File: config.mk
export PLATFORM = sky130hd
export DESIGN_NAME = timer_counter
export DESIGN_NICKNAME = d
export VERILOG_FILES = /design/src/rtl/timer_counter.sv
export SDC_FILE = /design/constraint.sdc
export NUM_CORES = 1
export LEC_CHECK = 0
export ABC_AREA = 1
export CAP_MARGIN = 5
export CORE_ASPECT_RATIO = 1.1
export CORE_UTILIZATION = 41
export CTS_CLUSTER_DIAMETER = 50
export DETAILED_ROUTE_END_ITERATION = 6
export GPL_ROUTABILITY_DRIVEN = 0
export GPL_TIMING_DRIVEN = 0
export MAX_ROUTING_LAYER = met4
export PLACE_DENSITY = 0.73
export SYNTH_ARGS = -nofsm -noshare
export SYNTH_HDL_FRONTEND = slang
export SYNTH_SLANG_ARGS = --single-unit
File: constraint.sdc
create_clock -name clk -period 4.6 [get_ports clk]
set_clock_uncertainty 0.1 [all_clocks]
set_input_delay 0.92 -clock clk [delete_from_list [all_inputs] [get_ports clk]]
set_output_delay 0.92 -clock clk [all_outputs]
set_load 0.02 [all_outputs]
File: src/rtl/timer_counter.sv
// Memory-mapped countdown timer with CTRL/PRESET/COUNT word registers.
// Supports one-shot and auto-reload modes and drives a level interrupt request.
module timer_counter (
    input  logic        clk,
    input  logic        reset,
    input  logic [3:2]  addr,
    input  logic        we,
    input  logic [31:0] din,
    output logic [31:0] dout,
    output logic        irq
);

    typedef enum logic [1:0] {
        S_IDLE = 2'd0,
        S_LOAD = 2'd1,
        S_CNT  = 2'd2,
        S_INT  = 2'd3
    } state_t;

    state_t      state_q, state_d;
    logic [3:0]  ctrl_q, ctrl_d;
    logic [31:0] preset_q, preset_d;
    logic [31:0] count_q, count_d;
    logic        flag_q, flag_d;

    logic ctrlEn;
    logic autoReload;

    assign ctrlEn     = ctrl_q[0];
    assign autoReload = (ctrl_q[2:1] == 2'b01);

    always_ff @(posedge clk) begin
        if (reset) begin
            state_q  <= S_IDLE;
            ctrl_q   <= 4'd0;
            preset_q <= 32'd0;
            count_q  <= 32'd0;
            flag_q   <= 1'b0;
        end else begin
            state_q  <= state_d;
            ctrl_q   <= ctrl_d;
            preset_q <= preset_d;
            count_q  <= count_d;
            flag_q   <= flag_d;
        end
    end

    // Timer FSM first, then bus writes override so a CTRL write wins over INT.
    always_comb begin
        state_d  = state_q;
        ctrl_d   = ctrl_q;
        preset_d = preset_q;
        count_d  = count_q;
        flag_d   = flag_q;

        case (state_q)
            S_IDLE: begin
                if (ctrlEn) state_d = S_LOAD;
            end
            S_LOAD: begin
                count_d = preset_q;
                state_d = S_CNT;
            end
            S_CNT: begin
                if (!ctrlEn) begin
                    state_d = S_IDLE;
                end else if (count_q > 32'd1) begin
                    count_d = count_q - 32'd1;
                end else begin
                    count_d = 32'd0;
                    flag_d  = 1'b1;
                    state_d = S_INT;
                end
            end
            S_INT: begin
                if (autoReload) begin
                    flag_d = 1'b0;
                end else begin
                    ctrl_d[0] = 1'b0;
                end
                state_d = S_IDLE;
            end
            default: state_d = S_IDLE;
        endcase

        if (we) begin
            case (addr)
                2'd0: begin
                    ctrl_d = din[3:0];
                    flag_d = 1'b0;
                end
                2'd1:    preset_d = din;
                default: ;
            endcase
        end
    end

    always_comb begin
        dout = 32'd0;
        case (addr)
            2'd0:    dout = {28'd0, ctrl_q};
            2'd1:    dout = preset_q;
            2'd2:    dout = count_q;
            default: dout = 32'd0;
        endcase
    end

    assign irq = ctrl_q[3] & flag_q;

endmodule

; ---- Word-level counts from Yosys, hierarchy flattened
; Cells that the tools add are included.
[word_totals]
out_inout_bits = 33
elab_cells = 43
regBits = 71
in_bits = 37
[classes]
n_addsub = 1
eq_ne = 9
order_cmp = 1
n_mux = 18
bitwise_logic = 1
reduce_logical = 7
[ops]
columns = operator, n
row1 = 32-bit case mux with 3 select lines, 1
row2 = 32-bit two-way mux, 2
row3 = 32-bit case mux with 2 select lines, 1
row4 = "32-bit by 1-bit > comparator with 1-bit output, second input constant", 1
row5 = "32-bit by 1-bit subtractor with 32-bit output, second input constant", 1
row6 = 1-bit two-way mux, 9
row7 = 2-bit case mux with 4 select lines, 1
row8 = 2-bit AND reduction, 4
row9 = "2-bit by 1-bit == test with 1-bit output, second input constant", 3
row10 = "2-bit == test, second input constant", 3
row11 = 2-bit two-way mux, 3
row12 = 2-bit zero test, 2
row13 = "2-bit != test, second input constant", 2
row14 = "3-bit != test, second input constant", 1
row15 = 1-bit case mux with 2 select lines, 1
row16 = 2-bit nonzero test, 1
row17 = 1-bit bitwise AND, 1

; ---- Longest topological paths before layout
; Gate-level depths: netlist of the first run.
[depth]
word_depth = 6
ltp_mapped = 10
ltp_nobuf = 10

; ---- Worst setup path before layout of the first run
; No wires, ideal clock.
[synth_path]
path_kind = input -> output
startpoint = input port addr[2] in the netlist's numbering
endpoint = output port dout[0]
cell_stages = 5
slack_ns = 1.770
arrival_time_ns = 1.810
cell_sequence = inv_1 -> nor2_1 -> inv_1 -> clkbuf_1 -> o221ai_1
[synth_via]
elab_chain_len = 2
word_cells_on_any_way = 4
cone_classes = eq/ne: 2 / mux: 1 / reduce/logical: 1
[synth_rtl]
columns = element, line
row1 = start: declaration, 6  ; input logic [3:2] addr,
row2 = "2-bit == test, or another cell as far along", 100  ; case (addr)
row3 = 32-bit case mux with 3 select lines (*), 100
row4 = end: declaration, 9  ; output logic [31:0] dout,
; Mark *: on every way between the ends. The rest lies on a longest branch, timed or not.

; ---- Worst setup path in the final report of the first run
[layout_path]
startpoint = input port addr[2] in the netlist's numbering
endpoint = output port dout[28]
; The elaborated chain is that of the path after synthesis.

==> out/metrics.csv, run 1 <==
stage;metric;value;unit
sta;Tmin final;4.150;ns
worst_setup_path;Max FO, Critical Path;10;
drt;detailed-route wire length;13080;um
clock_tree;root buf cell;clkbuf_8;
yosys;Distinct cells, synth;28;
yosys;top-area cell type share of the netlist area;34.89;%
clock_tree;Clock Pin Slew Worst Setup and Hold Paths;0.08;ns
drt;met1 wire length;5348;um
clock_tree;cts hold-fix bufs;0;
drt;Post-DRT Antenna Nets;0;
global_routing;global-route wire length before repair;21030;um
sta;Fmax achieved;241.0;MHz
sta;final setup fails;0;
yosys;number of enable flip-flop cells after synthesis;0;
yosys;Mapped Nets;647;
yosys;Cell Area, Synth;4074;um2
drt;WL/cell;16.14;um
sta;final hold slack;0.3742;ns
worst_setup_path;Setup CP Type;primary input to output pin;
min_path;critical hold path startpoint;preset_q[8];
drt;DR pass1 iterations;5;
drt;Met3 Wirelength;1002;um
floorplanning;Core ar.;9490;um2
worst_setup_path;Worst Setup End Kind;output pin;
yosys;#FFs+latches synth;71;
yosys;Synth Flop Type;dfxtp_1;
drt;Via-to-Cell Ratio;5.551;
clock_tree;htree depth;3;
drt;1st-iter DRT viols;328;
cells_and_area;Nets;727;
min_path;Hold EP;preset_q[8];
yosys;syn_area_per_cell;6.701;um2
sta;slew margin rel.;47.25;%
worst_setup_path;Worst Path Required;3.58;ns
worst_setup_path;worst reg2reg path depth;8;
sta;RSZ-0062 raised after global routing;no;
clock_tree;clock tree sinks;71;
yosys;register area share after synthesis;34.89;%
floorplanning;Starting Density;42.93;%
power_and_ir_drop;Pleak;1.979;nW
placed_design;hpwl dp;9489;um
cells_and_area;P&R area growth vs syn;26.11;%
drt;residual DRC count;0;
sta;Final Hold Viols;0;
yosys;Async SR Flop Fraction;0;%
floorplanning;DIE AREA;10340;um2
yosys;most frequent cell after synthesis;a21oi_1;
worst_setup_path;Worst EP arrival;3.13;ns
global_routing;vias in the first global route;4444;
status;status;finished, final reports clean;
sta;Worst-Margin Slew;0.7912;ns
clock_tree;Setup Fix Bufs, Post-CTS;0;
clock_tree;TritonCTS clock tree;yes;
yosys;largest area contributor in the netlist;dfxtp_1;
min_path;WHS Path Cells;2;
worst_setup_path;reg2reg end;count_q[25];
floorplanning;# IOs;70;
global_routing;antenna violations before repair;0;
min_path;Hold Path Class;flip-flop to flip-flop;
power_and_ir_drop;peak supply drop;0.0001883;V
drt;max layer used;met4;
sta;Tcrit/Tclk final;90.22;%
yosys;synthesis warning total;0;
clock_tree;post-cts sizing count;0;
floorplanning;die height;106.5;um
floorplanning;Die W;97.04;um
global_routing;largest net degree at the start of global routing;15;
sta;Final TNS setup;0;ns
power_and_ir_drop;Power Dens Cells;329.8;nW/um2
global_routing;GRT Overall Usage;26.48;%
yosys;largest cells by area after synthesis;dfxtp_1 35%, a21oi_1 12%, o21ai_0 9.2%, inv_1 7.5%, nand2_1 7.4%;
cells_and_area;layout cells sized above 1;7.648;%
placed_design;# port buffers;69;
power_and_ir_drop;overall power;0.001695;W
clock_tree;number of buffers created by CTS;9;
cells_and_area;ant diodes;0;
drt;vias;4496;
worst_setup_path;worst r2r src;count_q[0];
worst_setup_path;R2R Setup Slk;2.62;ns
job;MaxCap Viol Count;0;
yosys;Post-synth top cells;97 x a21oi_1, 81 x inv_1, 80 x nand2_1;
clock_tree;Clk Latency, worst-skew pair;0.37;ns
worst_setup_path;Worst Setup Start Kind;primary input;
clock_tree;clock buffer depth;2;
floorplanning;row count;37;
drt;met2 WL;6261;um
yosys;Mapped Cells;608;
global_routing;global route overflow;0;
sta;max-slew violation count;0;
-- final cells by class --
cell class,count,area (um2)
fillers,945,4353
multi-input cells,424,2202
flip-flops and latches,71,1421
repair buffers,69,690.7
inverters,82,307.8
well taps,117,146.4
plain buffers,31,142.6
clock buffers,9,123.9
clock inverters,7,102.6
-- metal layers --
metal  vias to the layer above  global-route usage (%)
li1                       2185                       -
met1                      2054                   31.51
met2                       217                   43.06
met3                        40                   3.879
met4                         0                   14.82
met5                         -                       -
-- stage by stage --
stage               cell area (um2)  worst slack, ns  util, %  cells
floorplan                      4074            1.770        -    608
global placement               4911           0.5154    51.75    794
detailed placement             4911           0.5026    51.75    794
CTS                            5137           0.4983    54.13    810
global route                   5137           0.3162    54.13    810
finish                         5137           0.4499    54.13    810
-- critical path: stages --
cell and delay (ns):
clkdlybuf4s50_1 0.49, inv_1 0.06, nor2_1 0.19, inv_1 0.12, clkbuf_1 0.35, o22ai_1 0.34, clkdlybuf4s50_1 0.66
-- worst max path at each step --
stage / startpoint / to / slack [ns] / cells past startpoint
2_1_floorplan: addr[2] / dout[0] / 1.77 / 5
3_3_place_gp: addr[2] / dout[0] / 0.52 / 7
3_5_place_dp: addr[2] / dout[28] / 0.50 / 7
4_1_cts: addr[2] / dout[28] / 0.50 / 7
5_1_grt: addr[2] / dout[0] / 0.32 / 7
6_report: addr[2] / dout[28] / 0.45 / 7
-- cell families (layout without fill, tap and decap cells) --
logic type	count (synthesis)	in the layout	share of synthesized area (%)
flops	71	71	34.89
compound gates	210	210	27.43
simple gates	201	201	23.65
fa+ha+maj	2	2	0.6142
xor+xnor	11	11	2.365
buf+inv	113	198	11.06
-- sequential cells by signal, indices dropped and copies added, names as in the netlist --
register,cells
count_q,32
ctrl_q,4
flag_q,1
preset_q,32
state_q,2
-- placed cells by master, fill, tap and decap left out, types with 3 or more instances in the layout --
cell	instances
buf_1	3
clkbuf_8	9
nand2_4	4
buf_6	3
clkbuf_1	22
inv_6	3
dfxtp_1	71
nand3_1	34
o221ai_1	3
nor2_1	57
nor2_4	10
a21oi_1	97
o21ai_0	75
clkdlybuf4s50_1	69
xor2_1	11
buf_2	3
inv_1	81
nand2_1	80
nor2_2	3
o22ai_1	28
nand2_2	7
-- power breakdown --
part / switching, W / internal [W] / total (W)
registers: 0.0000246 / 0.000643 / 0.000667
logic: 0.000282 / 0.000160 / 0.000442
clock network: 0.000273 / 0.000312 / 0.000585
total: 0.000579 / 0.00112 / 0.00169
(Power assumes the default switching activity.)
==> inputs of run 2 (changes only) <==
--- a/config.mk
+++ b/config.mk
@@ -7,7 +7,7 @@
 export LEC_CHECK = 0
 export ABC_AREA = 1
 export CAP_MARGIN = 5
-export CORE_ASPECT_RATIO = 1.1
+export CORE_ASPECT_RATIO = 0.8
 export CORE_UTILIZATION = 41
 export CTS_CLUSTER_DIAMETER = 50
 export DETAILED_ROUTE_END_ITERATION = 6
==> out/metrics.csv, run 2 (synthesized netlist as in run 1, its figures left out) <==
stage;metric;value;unit
clock_tree;Clk Latency, worst-skew pair;0.33;ns
global_routing;global-route wire length before repair;21020;um
min_path;Hold Path Class;flip-flop to flip-flop;
cells_and_area;Final Core Density;54.59;%
worst_setup_path;reg2reg end;count_q[29];
floorplanning;Core ar.;9649;um2
floorplanning;DIE AREA;10340;um2
power_and_ir_drop;peak supply drop;0.0002071;V
drt;WL/cell;15.71;um
clock_tree;clock tree sinks;71;
floorplanning;Starting Density;42.22;%
floorplanning;row count;32;
job;MaxCap Viol Count;0;
worst_setup_path;Worst Setup Start Kind;primary input;
cells_and_area;layout cells sized above 1;7.648;%
clock_tree;post-cts sizing count;0;
worst_setup_path;Setup crit end;dout[28];
status;status;finished, final reports clean;
drt;DR pass1 iterations;5;
global_routing;largest net degree at the start of global routing;13;
worst_setup_path;Setup CP Type;primary input to output pin;
placed_design;DP Cell Count;813;
clock_tree;clock buffer depth;2;
sta;Final TNS setup;0;ns
cells_and_area;ant diodes;0;
worst_setup_path;Worst Setup End Kind;output pin;
sta;RSZ-0062 raised after global routing;no;
global_routing;global route overflow;0;
sta;slew margin rel.;43.93;%
clock_tree;TritonCTS clock tree;yes;
cells_and_area;P&R area growth vs syn;29.30;%
placed_design;# port buffers;69;
worst_setup_path;Worst Path Required;3.58;ns
power_and_ir_drop;Power Dens Cells;357.8;nW/um2
worst_setup_path;R2R Setup Slk;2.66;ns
sta;Tcrit/Tclk final;91.48;%
clock_tree;Setup Fix Bufs, Post-CTS;0;
sta;setup slack after layout;0.3917;ns
drt;detailed-route wire length;13030;um
worst_setup_path;worst r2r src;count_q[0];
drt;residual DRC count;0;
worst_setup_path;crit path from;addr[2];
cells_and_area;Regs by FF count;count_q: 32 flops, preset_q: 32 flops, ctrl_q: 4 flops;
worst_setup_path;Max FO, Critical Path;10;
sta;final setup fails;0;
placed_design;dpl ws;0.4477;ns
clock_tree;cts hold-fix bufs;0;
worst_setup_path;worst reg2reg path depth;8;
clock_tree;number of buffers created by CTS;9;
drt;Via-to-Cell Ratio;5.385;
sta;Tmin final;4.208;ns
global_routing;vias in the first global route;4177;
clock_tree;root buf cell;clkbuf_16;
cells_and_area;Nets;727;
floorplanning;Die W;113.4;um
drt;vias;4464;
cells_and_area;most frequent cells in the layout;97 x a21oi_1, 81 x inv_1, 80 x nand2_1;
cells_and_area;post-route insts no fill;829;
cells_and_area;commonest non-fill, non-tap cell in the layout;a21oi_1;
placed_design;hpwl dp;9434;um
worst_setup_path;Worst EP arrival;3.19;ns
sta;Worst-Margin Slew;0.8411;ns
drt;Post-DRT Antenna Nets;0;
drt;1st-iter DRT viols;407;
power_and_ir_drop;Pleak;2.026;nW
floorplanning;# IOs;70;
sta;Fmax achieved;237.6;MHz
clock_tree;Clock Pin Slew Worst Setup and Hold Paths;0.05;ns
sta;Final Hold Viols;0;
global_routing;GRT Overall Usage;26.91;%
floorplanning;die height;91.16;um
sta;max-slew violation count;0;
global_routing;antenna violations before repair;0;
clock_tree;htree depth;3;
## run 2: cell count changes in the layout (fill, tap and decap cells not counted), sizes merged
cell and change:
clkbuf +2, clkinvlp +1, inv -3
## run 2: worst min path at each step
stage          slack (ns)         start           end  cells past startpoint
3_3_place_gp         0.36  preset_q[12]  preset_q[12]                      2
3_5_place_dp         0.36  preset_q[28]  preset_q[28]                      2
4_1_cts              0.37  preset_q[12]  preset_q[12]                      2
6_report             0.37  preset_q[21]  preset_q[21]                      2
2_1_floorplan        0.34    state_q[0]    state_q[0]                      1
5_1_grt              0.39  preset_q[23]  preset_q[23]                      2
## run 2: stage by stage
step | hold WS (ns) | power [W] | cell area (um2)
final | 0.3728 | 0.001885 | 5268
after global routing | 0.3941 | 0.001967 | 5268
after CTS | 0.3724 | 0.001878 | 5268
after detailed placement | 0.3649 | 0.001115 | 4935
after global placement | 0.3585 | 0.001107 | 4935
after floorplan | 0.3438 | 0.0009776 | 4074
## run 2: final cells by class
type,instances,area (um2)
multi-input combinational,424,2202
buffer,31,142.6
fill,939,4382
clock buffer,11,252.7
tap,136,170.2
timing repair buffer,69,690.7
inverter,82,307.8
sequential,71,1421
clock inverter,5,80.08
## run 2: report_power, final
group / internal [W] / switching [W]
sequential: 0.000644 / 0.0000249
clock: 0.000503 / 0.000265
combinational: 0.000160 / 0.000287
## run 2: critical path: stages
cell	delay, ns
clkdlybuf4s50_1	0.48
inv_1	0.06
nor2_1	0.22
inv_1	0.13
clkbuf_1	0.39
o22ai_1	0.32
clkdlybuf4s50_1	0.65
## run 2: per-layer routing
layer / track usage, % / share of wire [%] / up-vias
li1: - / - / 2195
met1: 36.88 / 48 / 2048
met2: 39.21 / 42 / 200
met3: 5.073 / 8.5 / 21
met4: 9.759 / 2.0 / 0
met5: - / 0 / -
